<file path="src/rtl/stream_prefetcher.sv">
// Next-line / strided stream prefetcher: a miss seeds a generator that queues line
// addresses, and a two-state FSM issues them one at a time. Define PREF_STRIDE_DETECT_EN for stride detection.
module stream_prefetcher #(
   parameter int ADDR_W     = 32,
   parameter int LINE_BYTES = 32,
   parameter int DEGREE     = 2,
   parameter int QDEPTH     = 4
) (
   input  logic              clk_i,
   input  logic              rst_n_i,
   input  logic              miss_i,
   input  logic [ADDR_W-1:0] miss_addr_i,
   input  logic              flush_i,
   output logic              pref_read_o,
   output logic [ADDR_W-1:0] pref_addr_o,
   input  logic              pref_resp_i,
   output logic              busy_o
);

   localparam int PTR_W = $clog2(QDEPTH);
   localparam logic [ADDR_W-1:0] OFF_MASK = ADDR_W'(LINE_BYTES - 1);

   // One extra bit so an address step can be tested for leaving the address space.
   typedef logic signed [ADDR_W:0] ext_t;
   typedef enum logic {IDLE, REQ} state_t;

   state_t            state_q;
   logic [ADDR_W-1:0] gen_addr_q;
   logic [3:0]        gen_left_q;
   logic [ADDR_W-1:0] fifo_mem [QDEPTH];
   logic [PTR_W-1:0]  rd_ptr_q, wr_ptr_q;
   logic [PTR_W:0]    count_q;

   logic [ADDR_W-1:0] miss_line;
   ext_t              load_stride, gen_stride, load_sum, next_sum;
   logic              fifo_full, fifo_empty, dup, gen_step, push, pop;

   assign miss_line = miss_addr_i & ~OFF_MASK;

`ifdef PREF_STRIDE_DETECT_EN
   ext_t              stride_q, last_delta_q, delta;
   logic [ADDR_W-1:0] last_line_q;
   logic              last_valid_q, delta_valid_q;

   assign delta      = $signed({1'b0, miss_line}) - $signed({1'b0, last_line_q});
   assign gen_stride = stride_q;

   always_comb begin
      // NOTE: default first so every path assigns the signal and no latch is inferred.
      load_stride = ext_t'(LINE_BYTES);
      if (last_valid_q && delta_valid_q && delta == last_delta_q && delta != '0)
         load_stride = delta;
   end

   always_ff @(posedge clk_i or negedge rst_n_i) begin
      if (!rst_n_i) begin
         stride_q      <= ext_t'(LINE_BYTES);
         last_delta_q  <= '0;
         last_line_q   <= '0;
         last_valid_q  <= 1'b0;
         delta_valid_q <= 1'b0;
      end else if (miss_i) begin
         // NOTE: non-blocking so every register samples pre-edge values.
         stride_q     <= load_stride;
         last_line_q  <= miss_line;
         last_valid_q <= 1'b1;
         if (last_valid_q) begin
            last_delta_q  <= delta;
            delta_valid_q <= 1'b1;
         end
      end
   end
`else
   assign load_stride = ext_t'(LINE_BYTES);
   assign gen_stride  = ext_t'(LINE_BYTES);
`endif

   assign load_sum   = $signed({1'b0, miss_line}) + load_stride;
   assign next_sum   = $signed({1'b0, gen_addr_q}) + gen_stride;
   assign fifo_full  = (count_q == (PTR_W+1)'(QDEPTH));
   assign fifo_empty = (count_q == '0);

   // A candidate already queued or currently being fetched is skipped.
   always_comb begin
      dup = (state_q == REQ) && (pref_addr_o == gen_addr_q);
      for (int i = 0; i < QDEPTH; i++)
         if ((PTR_W+1)'(i) < count_q && fifo_mem[rd_ptr_q + PTR_W'(i)] == gen_addr_q)
            dup = 1'b1;
   end

   assign gen_step = (gen_left_q != '0) && !fifo_full && !miss_i && !flush_i;
   assign push     = gen_step && !dup;
   assign pop      = (state_q == IDLE) && !fifo_empty && !flush_i;
   assign busy_o   = (state_q == REQ) || !fifo_empty || (gen_left_q != '0);

   always_ff @(posedge clk_i or negedge rst_n_i) begin
      if (!rst_n_i) begin
         gen_addr_q <= '0;
         gen_left_q <= '0;
      end else if (miss_i) begin
         gen_addr_q <= load_sum[ADDR_W-1:0];
         gen_left_q <= load_sum[ADDR_W] ? 4'd0 : 4'(DEGREE);
      end else if (flush_i) begin
         gen_left_q <= '0;
      end else if (gen_step) begin
         gen_addr_q <= next_sum[ADDR_W-1:0];
         gen_left_q <= next_sum[ADDR_W] ? 4'd0 : gen_left_q - 4'd1;
      end
   end

   // NOTE: storage is not reset; entries are only read when the count says they are valid.
   always_ff @(posedge clk_i) begin
      if (push)
         fifo_mem[wr_ptr_q] <= gen_addr_q;
   end

   always_ff @(posedge clk_i or negedge rst_n_i) begin
      if (!rst_n_i) begin
         rd_ptr_q <= '0;
         wr_ptr_q <= '0;
         count_q  <= '0;
      end else if (flush_i) begin
         rd_ptr_q <= '0;
         wr_ptr_q <= '0;
         count_q  <= '0;
      end else begin
         if (push) wr_ptr_q <= wr_ptr_q + 1'b1;
         if (pop)  rd_ptr_q <= rd_ptr_q + 1'b1;
         count_q <= count_q + (PTR_W+1)'(push) - (PTR_W+1)'(pop);
      end
   end

   always_ff @(posedge clk_i or negedge rst_n_i) begin
      if (!rst_n_i) begin
         state_q     <= IDLE;
         pref_read_o <= 1'b0;
         pref_addr_o <= '0;
      end else begin
         case (state_q)
            IDLE: if (pop) begin
               pref_addr_o <= fifo_mem[rd_ptr_q];
               pref_read_o <= 1'b1;
               state_q     <= REQ;
            end
            REQ: if (pref_resp_i) begin
               pref_read_o <= 1'b0;
               state_q     <= IDLE;
            end
            default: state_q <= IDLE;
         endcase
      end
   end

endmodule

</file>
<file path="config.mk">
export PLATFORM = sky130hd
export DESIGN_NAME = stream_prefetcher
export DESIGN_NICKNAME = d
export VERILOG_FILES = /design/src/rtl/stream_prefetcher.sv
export SDC_FILE = /design/constraint.sdc
export NUM_CORES = 1
export LEC_CHECK = 0
export ABC_AREA = 1
export CORE_MARGIN = 10
export CORE_UTILIZATION = 40
export CTS_CLUSTER_DIAMETER = 150
export CTS_CLUSTER_SIZE = 40
export DETAILED_ROUTE_END_ITERATION = 10
export GPL_ROUTABILITY_DRIVEN = 0
export PLACE_DENSITY_LB_ADDON = 0.25
export SLEW_MARGIN = 20
export SYNTH_ARGS = -nofsm -noshare
export SYNTH_HDL_FRONTEND = slang
export SYNTH_SLANG_ARGS = --single-unit
</file>
<file path="constraint.sdc">
create_clock -name clk_i -period 3.6 [get_ports clk_i]
set_input_delay 0.54 -clock clk_i [delete_from_list [all_inputs] [get_ports clk_i]]
set_output_delay 0.54 -clock clk_i [all_outputs]
set_load 0.05 [all_outputs]
</file>
==> impl_metrics.toml <==
[grt]
grt_pass1_wl_microns = 64000
grt_pass1_vias = 11444
antenna_found_initial = 0
grt_remaining_overflow = 0
grt_max_degree = 86
grt_use_total = 0.212

[power_and_ir_drop]
combPwrFrac = 0.550
p_leak_uw = 0.00676
intPower_uw = 5570
p_seq_frac = 0.273
ir_drop_uv = 381
p_switching_uw = 5390
pwr-share-clk = 0.177
p_sw_frac = 0.492
powerDensity_nw_per_um2 = 764

[cts]
htree_levels = 4
cts_tree = "done"
cts_buffers = 17
clkTransAtPathRegs_ns = 0.07
clock_sinks = 175
clock_path_buffers = 2
insertion_delay_ns = 0.44
cts_root_buf = "clkbuf_16"

[sta]
whs_ns = 0.220
rsz0062_at_grt = "no"
setup_viol = 0
fin_ws_ns = 0.213
worst_pin_slew_ns = 0.906
setup_tns_ns = 0
maxSlewViolCount = 0
relSlewSlack = 0.396
fin_crit_ns = 3.39
finalCritPeriodShare = 0.941
skew_ns = 0.0136
fmax_mhz = 295
hold_violations = 0

[setup_path]
path_class = "flip-flop to flip-flop"
worst-path-max-fanout = 27
critical_path_arrival_ns = 3.72
reg2regPathDepth = 21
end_kind = "flip-flop"
startpoint_type = "flip-flop"
path_cells = "inv_4 > buf_12 > nand2_1 > nand3_1 > nand2_1 > nand2_1 > nand2_1 > nor2_1 > nand2_1 > nor2_1 > nand2_1 > o21bai_1 > nor2_1 > nand2_2 > ha_1 > inv_1 > ha_1 > inv_1 > fa_1 > o21ai_0 > a21oi_1"
cp_slowest_cell = "dfrtp_4"
cpMostUsedCell = "nand2_1"
max_stage_delay_ns = 0.51
cp.required_ns = 3.93

[placed_design]
post-place-ws_ns = 0.205
dp_hpwl_microns = 31000
dpl.cell_count = 2301
io_buffers = 60

[synth]
async_reset_ff_frac = 0.383
synth_cell_types = 41
synth_seq_area_share = 0.398
synth_area_leader_cell = "edfxtp_1"
synth_top_area_share = 0.263
yosysWarningCount = 0
syn_inst = 1867
netlist_area_sq_um = 12300
yosys_most_used_dff = "edfxtp_1"
netlist_top_cells_count = "841 x nand2_1, 258 x nand3_1, 129 x inv_1"
synthMostInstantiatedCell = "nand2_1"
synth_edf_count = 108
synth_top_cells_by_area = "edfxtp_1 26%, nand2_1 26%, dfrtp_1 14%, nand3_1 10%, inv_1 3.9%"
ys_ff_latch = 175
syn_area_per_cell_sq_um = 6.61

[finish]
fin_nets = 1976
finalNonFillerCells = 2335
diodes = 0
fillers = 3072
areaGrowthSynthToFinish_pct = 16.2
drive_gt1_frac = 0.0655

[routing]
first_pass_iters = 7
avgViaCountPerCell = 5.45
drcViolationCount = 0
routed-via-count = 12727
dr.first_iter.drc_count = 1388
drt-total-wl_microns = 42400
post_drt_wl_per_cell_microns = 18.1
ant_nets = 0

[floorplanning]
initial_core_util = 0.405
coreArea_sq_um = 30500
row_count = 64
die_w_microns = 196
boundaryPins = 71
chipHeight_microns = 196
dieArea_sq_um = 38300

[run]
drv_cap = 0

[worst_hold_path]
hold_path.class = "input pin to async pin"

[status]
status = "finished clean"
power by group through the flow:
stage	Combinational [uW]	Clock [uW]	Sequential (uW)
5_1_grt	6610	2030	3030
4_1_cts	5840	1950	2960
3_3_place_gp	5750	0	2990
6_report	6030	1940	2990
2_1_floorplan	3400	0	3330
3_5_place_dp	5810	0	3000
area by class of cell:
| type | instances | area [sq um] | share of cell area |
|---|---|---|---|
| Clock buffer | 25 | 498 | 0.0347 |
| Clock inverter | 7 | 96.3 | 0.00671 |
| Inverter | 137 | 517 | 0.0360 |
| Multi-Input combinational cell | 1467 | 6530 | 0.455 |
| Sequential cell | 175 | 4920 | 0.343 |
| Tap cell | 396 | 495 | 0.0345 |
| Timing Repair Buffer | 128 | 1290 | 0.0902 |
metrics by stage:
| stage | util | cell area, sq um | power (uW) |
|---|---|---|---|
| 6_report | 0.470 | 14400 | 11000 |
| 5_1_grt | 0.470 | 14400 | 11700 |
| 2_1_floorplan | - | 12400 | 6730 |
| 3_5_place_dp | 0.448 | 13700 | 8810 |
| 3_3_place_gp | 0.448 | 13700 | 8730 |
| 4_1_cts | 0.468 | 14300 | 10700 |
kinds of logic (layout without fill, tap and decap cells):
| family | after synthesis | count (layout) | share of synthesized area |
|---|---|---|---|
| AO/OA/AOI/OAI | 153 | 153 | 0.0694 |
| buffers and inverters | 229 | 297 | 0.0776 |
| adder cells (fa/ha/maj) | 13 | 13 | 0.0138 |
| XOR/XNOR | 22 | 22 | 0.0156 |
| other | 1 | 5 | 0.000304 |
| flip-flops | 175 | 175 | 0.398 |
| AND/OR/NAND/NOR | 1274 | 1274 | 0.425 |
flip-flops by register name, indices dropped and copies added (netlist names):
register,cells
gen_left_q,4
wr_ptr_q,2
state_q,1
gen_addr_q,27
rd_ptr_q,2
pref_read_o,1
count_q,3
pref_addr_o,27
fifo_mem,108
worst max-delay path: cells and delay by family, from the launching register on:
family	cells	cell delay [ns]
AND/OR/NAND/NOR	11	1.15
adder cells (fa/ha/maj)	3	0.72
buffers and inverters	4	0.53
flip-flops	1	0.51
AO/OA/AOI/OAI	3	0.33
layer usage:
metal,share of wire,global-route usage,vias to the layer above
met5,0,0,-
met4,0.024,0.0580,0
met3,0.11,0.0435,67
met2,0.42,0.313,664
met1,0.45,0.307,5814
li1,-,-,6182
layout by cell type (no fill, tap or decap), types with 2 or more instances in the layout:
master | synthesis | layout
nand4_1 | 24 | 24
o31ai_1 | 5 | 5
o311ai_0 | 2 | 2
a31oi_1 | 7 | 7
nor3_1 | 15 | 15
edfxtp_1 | 108 | 108
dfrtp_1 | 67 | 65
nand2_1 | 841 | 838
xnor2_1 | 5 | 5
nand3_1 | 258 | 258
nand2_2 | 1 | 4
o21ai_0 | 81 | 81
nor2_2 | 1 | 6
inv_2 | 4 | 3
clkdlybuf4s50_1 | 0 | 59
xor2_1 | 17 | 17
clkbuf_1 | 32 | 6
clkinv_1 | 4 | 4
buf_12 | 0 | 12
inv_4 | 0 | 4
o21ai_1 | 6 | 6
buf_4 | 10 | 55
o22ai_1 | 4 | 4
ha_1 | 12 | 12
a21oi_1 | 27 | 26
o211ai_1 | 9 | 9
a22oi_1 | 5 | 5
inv_1 | 129 | 129
conb_1 | 1 | 5
or2_2 | 13 | 13
nor2_1 | 114 | 109
bufinv_16 | 0 | 2
nor4_1 | 4 | 4
a21o_1 | 2 | 2
clkbuf_16 | 0 | 21
what timing repair did:
item                                   4_1_cts  5_1_grt
endpoints found under the hold margin        0        0
buffers inserted                             0        0
setup endpoints to repair                    0        2
resized for setup                            0        7
hold buffers                                 0        0
final timing paths:
path,startpoint,endpoint,slack (ns)
min in group clk_i,pref_read_o$_DFFE_PN0P_,pref_read_o$_DFFE_PN0P_,0.49
max,rd_ptr_q[0]$_DFFE_PN0P_,count_q[2]$_DFF_PN0_,0.21
min,rst_n_i,pref_read_o$_DFFE_PN0P_,0.22
min reg2reg,pref_read_o$_DFFE_PN0P_,pref_read_o$_DFFE_PN0P_,0.49
max reg2reg,rd_ptr_q[0]$_DFFE_PN0P_,count_q[2]$_DFF_PN0_,0.21
max in group asynchronous,rst_n_i,rd_ptr_q[0]$_DFFE_PN0P_,2.73
Note: power is estimated with default switching activity, not from simulation.
